<file path="config.mk">
export PLATFORM = sky130hd
export DESIGN_NAME = clock_mode_ctrl
export DESIGN_NICKNAME = d
export VERILOG_FILES = /design/src/rtl/clock_pkg.sv /design/src/rtl/sec_idle_timer.sv /design/src/rtl/clock_mode_ctrl.sv
export SDC_FILE = /design/constraint.sdc
export NUM_CORES = 1
export LEC_CHECK = 0
export BUFFER_PORTS_ARGS = -buffer_cell sky130_fd_sc_hd__buf_2
export CORE_ASPECT_RATIO = 1.25
export CORE_MARGIN = 2
export CORE_UTILIZATION = 49
export DETAILED_ROUTE_END_ITERATION = 8
export PLACE_DENSITY = 0.68
export SLEW_MARGIN = 10
export SYNTH_ARGS = -nofsm -noshare
export SYNTH_HDL_FRONTEND = slang
export SYNTH_HIERARCHICAL = 1
export SYNTH_SLANG_ARGS = --single-unit
</file>
<file path="constraint.sdc">
create_clock -name clk -period 4.6 [get_ports clk]
set_input_delay 0.92 -clock clk [delete_from_list [all_inputs] [get_ports clk]]
set_output_delay 0.92 -clock clk [all_outputs]
set_load 0.02 [all_outputs]
</file>
<file path="src/rtl/clock_pkg.sv">
// Shared mode encoding for the digital clock: 16 state codes, all legal,
// plus helpers that classify a code and map an edit state to its display home.
package clock_pkg;

    typedef enum logic [3:0] {
        TIME_DISP         = 4'd0,
        DATE_DISP         = 4'd1,
        TIME_EDIT_SECOND  = 4'd2,
        TIME_EDIT_MINUTE  = 4'd3,
        TIME_EDIT_HOUR    = 4'd4,
        TIME_EDIT_DAY     = 4'd5,
        TIME_EDIT_MONTH   = 4'd6,
        TIME_EDIT_YEAR    = 4'd7,
        ALARM_DISP        = 4'd8,
        ALARM_EDIT_SECOND = 4'd9,
        ALARM_EDIT_MINUTE = 4'd10,
        ALARM_EDIT_HOUR   = 4'd11,
        TIMER_DISP        = 4'd12,
        TIMER_EDIT_SECOND = 4'd13,
        TIMER_EDIT_MINUTE = 4'd14,
        TIMER_EDIT_HOUR   = 4'd15
    } state_t;

    function automatic logic is_edit(input state_t s);
        return !(s inside {TIME_DISP, DATE_DISP, ALARM_DISP, TIMER_DISP});
    endfunction

    // Codes 0-7 belong to the time group, 8-11 alarm, 12-15 timer.
    function automatic state_t group_home(input state_t s);
        if (!s[3])      return TIME_DISP;
        else if (!s[2]) return ALARM_DISP;
        else            return TIMER_DISP;
    endfunction

    function automatic int max_int(input int a, input int b);
        return (a > b) ? a : b;
    endfunction

endpackage

</file>
<file path="src/rtl/sec_idle_timer.sv">
// Seconds counter with synchronous clear; pulses `expired` for one cycle
// after the increment that lands on `limit`, then holds until cleared.
module sec_idle_timer #(
    parameter int W = 6
) (
    input  logic         clk,
    input  logic         rst,
    input  logic         clr,
    input  logic         inc,
    input  logic [W-1:0] limit,
    output logic         expired
);

    logic [W-1:0] cnt;
    logic [W-1:0] cnt_nxt;

    assign cnt_nxt = cnt + W'(1);

    always_ff @(posedge clk or posedge rst) begin
        if (rst) begin
            cnt     <= '0;
            expired <= 1'b0;
        end else if (clr) begin
            cnt     <= '0;
            expired <= 1'b0;
        end else if (inc && cnt != limit) begin
            cnt     <= cnt_nxt;
            expired <= (cnt_nxt == limit);
        end else begin
            expired <= 1'b0;
        end
    end

endmodule

</file>
<file path="src/rtl/clock_mode_ctrl.sv">
// Mode sequencer: button pulses -> display/edit state, edit pulses, commit/abort,
// edit inactivity timeout and alarm ring. Define CLOCK_MODE_AUTO_RETURN_EN to
// make non-time display states fall back to TIME_DISP after AUTO_RET_S idle ticks.
module clock_mode_ctrl
    import clock_pkg::*;
#(
    parameter int EDIT_TIMEOUT_S = 30,
    parameter int RING_MAX_S     = 60
`ifdef CLOCK_MODE_AUTO_RETURN_EN
    , parameter int AUTO_RET_S   = 10
`endif
) (
    input  logic       clk,
    input  logic       rst,
    input  logic       tick_1hz,
    input  logic       mode_p,
    input  logic       set_p,
    input  logic       up_p,
    input  logic       down_p,
    input  logic       alarm_hit,
    output logic [3:0] state,
    output logic       edit_up,
    output logic       edit_down,
    output logic       commit_p,
    output logic       abort_p,
    output logic       ring
);

`ifdef CLOCK_MODE_AUTO_RETURN_EN
    localparam int IDLE_MAX = max_int(EDIT_TIMEOUT_S, AUTO_RET_S);
`else
    localparam int IDLE_MAX = EDIT_TIMEOUT_S;
`endif
    localparam int IDLE_W = $clog2(IDLE_MAX + 1);
    localparam int RING_W = $clog2(RING_MAX_S + 1);

    state_t            cur, nxt;
    logic              acc, up_n, dn_n, cm_n, ab_n;
    logic              any_p, in_edit, alarm_q, rise;
    logic              idle_exp, idle_inc, ring_exp;
    logic [IDLE_W-1:0] idle_lim;

    assign any_p   = mode_p | set_p | up_p | down_p;
    assign in_edit = is_edit(cur);
    assign rise    = alarm_hit & ~alarm_q;
    assign state   = cur;

`ifdef CLOCK_MODE_AUTO_RETURN_EN
    assign idle_inc = tick_1hz & (in_edit | (cur inside {DATE_DISP, ALARM_DISP, TIMER_DISP}));
    assign idle_lim = in_edit ? IDLE_W'(EDIT_TIMEOUT_S) : IDLE_W'(AUTO_RET_S);
`else
    assign idle_inc = tick_1hz & in_edit;
    assign idle_lim = IDLE_W'(EDIT_TIMEOUT_S);
`endif

    // Priority chain: ring-ack swallows everything, then mode, set, up, down,
    // and the idle timeout only acts when no pulse was accepted this cycle.
    always_comb begin
        nxt  = cur;
        acc  = 1'b0;
        up_n = 1'b0;
        dn_n = 1'b0;
        cm_n = 1'b0;
        ab_n = 1'b0;
        if (ring && any_p) begin
            acc = 1'b1;
        end else if (mode_p) begin
            acc = 1'b1;
            if (in_edit) begin
                nxt  = group_home(cur);
                ab_n = 1'b1;
            end else begin
                case (cur)
                    TIME_DISP:  nxt = DATE_DISP;
                    DATE_DISP:  nxt = ALARM_DISP;
                    ALARM_DISP: nxt = TIMER_DISP;
                    default:    nxt = TIME_DISP;
                endcase
            end
        end else if (set_p) begin
            acc = 1'b1;
            case (cur)
                TIME_DISP, DATE_DISP: nxt = TIME_EDIT_SECOND;
                ALARM_DISP:           nxt = ALARM_EDIT_SECOND;
                TIMER_DISP:           nxt = TIMER_EDIT_SECOND;
                TIME_EDIT_YEAR, ALARM_EDIT_HOUR, TIMER_EDIT_HOUR: begin
                    nxt  = group_home(cur);
                    cm_n = 1'b1;
                end
                default:              nxt = state_t'(cur + 4'd1);
            endcase
        end else if (up_p && in_edit) begin
            acc  = 1'b1;
            up_n = 1'b1;
        end else if (down_p && in_edit) begin
            acc  = 1'b1;
            dn_n = 1'b1;
        end else if (idle_exp) begin
            if (in_edit) begin
                nxt  = group_home(cur);
                ab_n = 1'b1;
            end else begin
                nxt  = TIME_DISP;
            end
        end
    end

    always_ff @(posedge clk or posedge rst) begin
        if (rst) begin
            cur       <= TIME_DISP;
            edit_up   <= 1'b0;
            edit_down <= 1'b0;
            commit_p  <= 1'b0;
            abort_p   <= 1'b0;
            ring      <= 1'b0;
            alarm_q   <= 1'b0;
        end else begin
            cur       <= nxt;
            edit_up   <= up_n;
            edit_down <= dn_n;
            commit_p  <= cm_n;
            abort_p   <= ab_n;
            alarm_q   <= alarm_hit;
            if (rise)
                ring <= 1'b1;
            else if (ring && (any_p || ring_exp))
                ring <= 1'b0;
        end
    end

    sec_idle_timer #(.W(IDLE_W)) u_idle (
        .clk     (clk),
        .rst     (rst),
        .clr     (acc | (nxt != cur)),
        .inc     (idle_inc),
        .limit   (idle_lim),
        .expired (idle_exp)
    );

    sec_idle_timer #(.W(RING_W)) u_ring (
        .clk     (clk),
        .rst     (rst),
        .clr     (rise | ~ring),
        .inc     (tick_1hz & ring),
        .limit   (RING_W'(RING_MAX_S)),
        .expired (ring_exp)
    );

endmodule

</file>
==> results.cfg <==
[status]
outcome = completed

[route]
dr.first_iter.drc_count = 107
wl_per_cell_um = 14.1
drc_errors = 0
first_pass_iters = 4
dr_total_vias = 1649
post_drt_via_cell_ratio = 5.85
routed_wl_um = 3970
antenna_left = 0

[layout]
seq_area_um2 = 576
drive_gt1_share_pct = 11.6
diodes = 0
area_growth_pct = 9.85
finalNetCount = 256
multiInputGateArea_mm2 = 0.00123
nFillCells = 362
final_util_pct = 55.2

[power_and_ir_drop]
p_per_area_mw_per_mm2 = 289
p_leak_nw = 0.878
net-switching-power_uw = 229
netSwitchingFraction_pct = 38.9
peakVddDrop_v = 0.000123
internal-power_uw = 360
pwr-share-comb_pct = 36.2
pwr-share-seq_pct = 42.9
clock_power_share_pct = 20.9
finalPower_uw = 588

[cts]
clock_latency_ns = 0.26
postCtsSetupRepairBufs = 0
clkTransAtPathRegs_ns = 0.08
cts-htree-levels = 1
ctsLongestPathBuffers = 2
numCtsBuffers = 3
cts-root-buf = clkbuf_8
cts_tree = built
cts_resized = 0
cts_sinks = 23
hold_buffers = 0

[synthesis]
yosysMostFrequentCell = dfrtp_1
synth_top_area_share_pct = 31.0
synth_edf_count = 0
ys_seq_area_share_pct = 31.0
synth-seq-cells = 23
synthCells = 216
synthTopCellsByCount = 23 x dfrtp_1, 17 x o21ai_0, 14 x inv_1, 14 x nand2_1, 14 x nor2_1
syn_area_per_cell_um2 = 8.58
synth_warnings = 6
ys_types = 54
synth_area_mm2 = 0.00185
synth_top_area_cell = dfrtp_1
yosys_most_used_dff = dfrtp_1
synth_area_leaders = dfrtp_1 31%, o21ai_0 4.6%, nand3_1 3.5%, xnor2_2 3.5%, ha_1 3.4%
synthArstFlopShare_pct = 100

[sta]
tightest_slew_ns = 0.540
hold_viol = 0
post-route-period-util_pct = 67.2
setup-violations-final = 0
rsz0062_at_grt = no
setup_tns_ns = 0
finalClockSkew_ns = 0.00133
fmax_ghz = 0.323
slew_viol_final = 0
fin_crit_ns = 3.09
slew_headroom_pct = 63.0

[setup_path]
worstPathCellList = inv_1 -> ha_1 -> nand2_1 -> nor3b_1 -> and3_1 -> or4_1 -> a2111o_1 -> nand2b_1 -> a2111oi_0
startpoint_type = flop
cpLargestDelayFamily = simple AND/OR/NAND/NOR gates
rrSetupSlack_ns = 1.51
worstPathArrival_ns = 3.23
cp-endpoint = u_idle/expired
reg2reg_depth = 9
cp_max_fo = 10
crit_required_ns = 4.73
endpoint_kind = flop
worst_path_max_delay_cell = or4_1
worst-path-stages = 9
cpPeakStageDelay_ns = 0.50
cp.buffers_inverters = 1
r2r_start = state[1]
rr_endpoint = u_idle/expired
path_class = flop to flop
cp-startpoint = state[1]

[global_routing]
grt_max_degree = 17
track_usage_pct = 19.7
first_global_vias = 1479
grt_pass1_wl_um = 6700
gr-total-overflow = 0
antenna_found_initial = 0

[floorplanning]
rows = 25
core_area_mm2 = 0.00369
num_io_pins = 17
die_y_um = 72.8
die_area_mm2 = 0.00430
initial_utilization_pct = 50.2
die_x_um = 59.0

[placement]
port_buffers = 16
dp_hpwl_um = 3080
gp_congestion = 0.903

[job]
maxCapViolCount = 0

[worst_hold_path]
worstHoldPathType = flop to flop
hold_depth = 1
==> final cells by class <==
type	count	area share, %
well taps	40	2.46
clock buffers	4	2.21
inverters	14	2.58
multi-input cells	185	60.6
repair buffers	16	3.93
flip-flops and latches	23	28.3
==> cell usage in the layout (no fill, tap or decap), drive strengths merged, types with 4 or more instances in the layout <==
master,count
inv,14
or4,5
nor2b,7
nor3,6
ha,5
buf,16
conb,16
nand2,14
dfrtp,23
nor2,14
clkbuf,4
nand2b,7
or4b,4
nor3b,6
o21ai,17
nand3,13
a21oi,6
xnor2,11
o311ai,6
xor2,7
==> power groups by stage <==
stage               clock network [mW]  registers, mW  logic (mW)
floorplan                            0          0.263       0.153
global placement                     0          0.257       0.214
CTS                              0.126          0.253       0.211
detailed placement                   0          0.257       0.210
global route                     0.138          0.256       0.233
finish                           0.123          0.252       0.213
==> through the flow <==
| step | instance area (µm²) | setup WS (ns) | hold WS (ns) | instances |
|---|---|---|---|---|
| 4_1_cts | 2040 | 1.52 | 0.444 | 282 |
| 6_report | 2040 | 1.51 | 0.439 | 282 |
| 3_5_place_dp | 1990 | 1.26 | 0.429 | 278 |
| 2_1_floorplan | 1910 | 1.55 | 0.407 | 230 |
| 5_1_grt | 2040 | 1.32 | 0.445 | 282 |
| 3_3_place_gp | 1990 | 1.34 | 0.420 | 278 |
==> flip-flops by register name, indices dropped and copies added, names as in the netlist <==
signal          flops
commit_p            1
alarm_q             1
u_ring/expired      1
edit_down           1
ring                1
u_idle/expired      1
u_ring/cnt          6
abort_p             1
state               4
edit_up             1
u_idle/cnt          5
==> how the worst min path moves through the flow <==
stage / startpoint / endpoint / slack (ns)
3_3_place_gp: u_ring/expired / ring / 0.42
3_5_place_dp: u_ring/expired / ring / 0.43
6_report: u_ring/expired / ring / 0.44
5_1_grt: u_ring/expired / ring / 0.45
4_1_cts: u_ring/expired / ring / 0.44
2_1_floorplan: u_ring/expired / ring / 0.41
==> per-layer routing <==
| layer | wire, µm | share of wire [%] | track usage (%) |
|---|---|---|---|
| met1 | 1760 | 44 | 25.2 |
| met2 | 2030 | 51 | 33.8 |
| met3 | 127 | 3.2 | 2.30 |
| met4 | 59 | 1.5 | 7.32 |
| met5 | 0 | 0 | 0 |
==> worst register-to-register path: stages, from the launching register on <==
cell and delay, ns:
dfrtp_1 0.45, inv_1 0.12, ha_1 0.35, nand2_1 0.11, nor3b_1 0.17, and3_1 0.19
or4_1 0.50, a2111o_1 0.48, nand2b_1 0.22, a2111oi_0 0.37
==> kinds of logic (layout without fill, tap and decap cells) <==
kind of cell / Yosys count / count (layout) / synth area share, %
AO/OA/AOI/OAI: 51 / 51 / 19.0
XOR/XNOR: 18 / 18 / 10.1
adder cells (fa/ha/maj): 5 / 5 / 3.37
buffers and inverters: 22 / 34 / 5.26
flip-flops: 23 / 23 / 31.0
multiplexers: 1 / 1 / 0.607
other: 2 / 16 / 0.405
AND/OR/NAND/NOR: 94 / 94 / 30.2
Power figures use the tool's default switching activity.
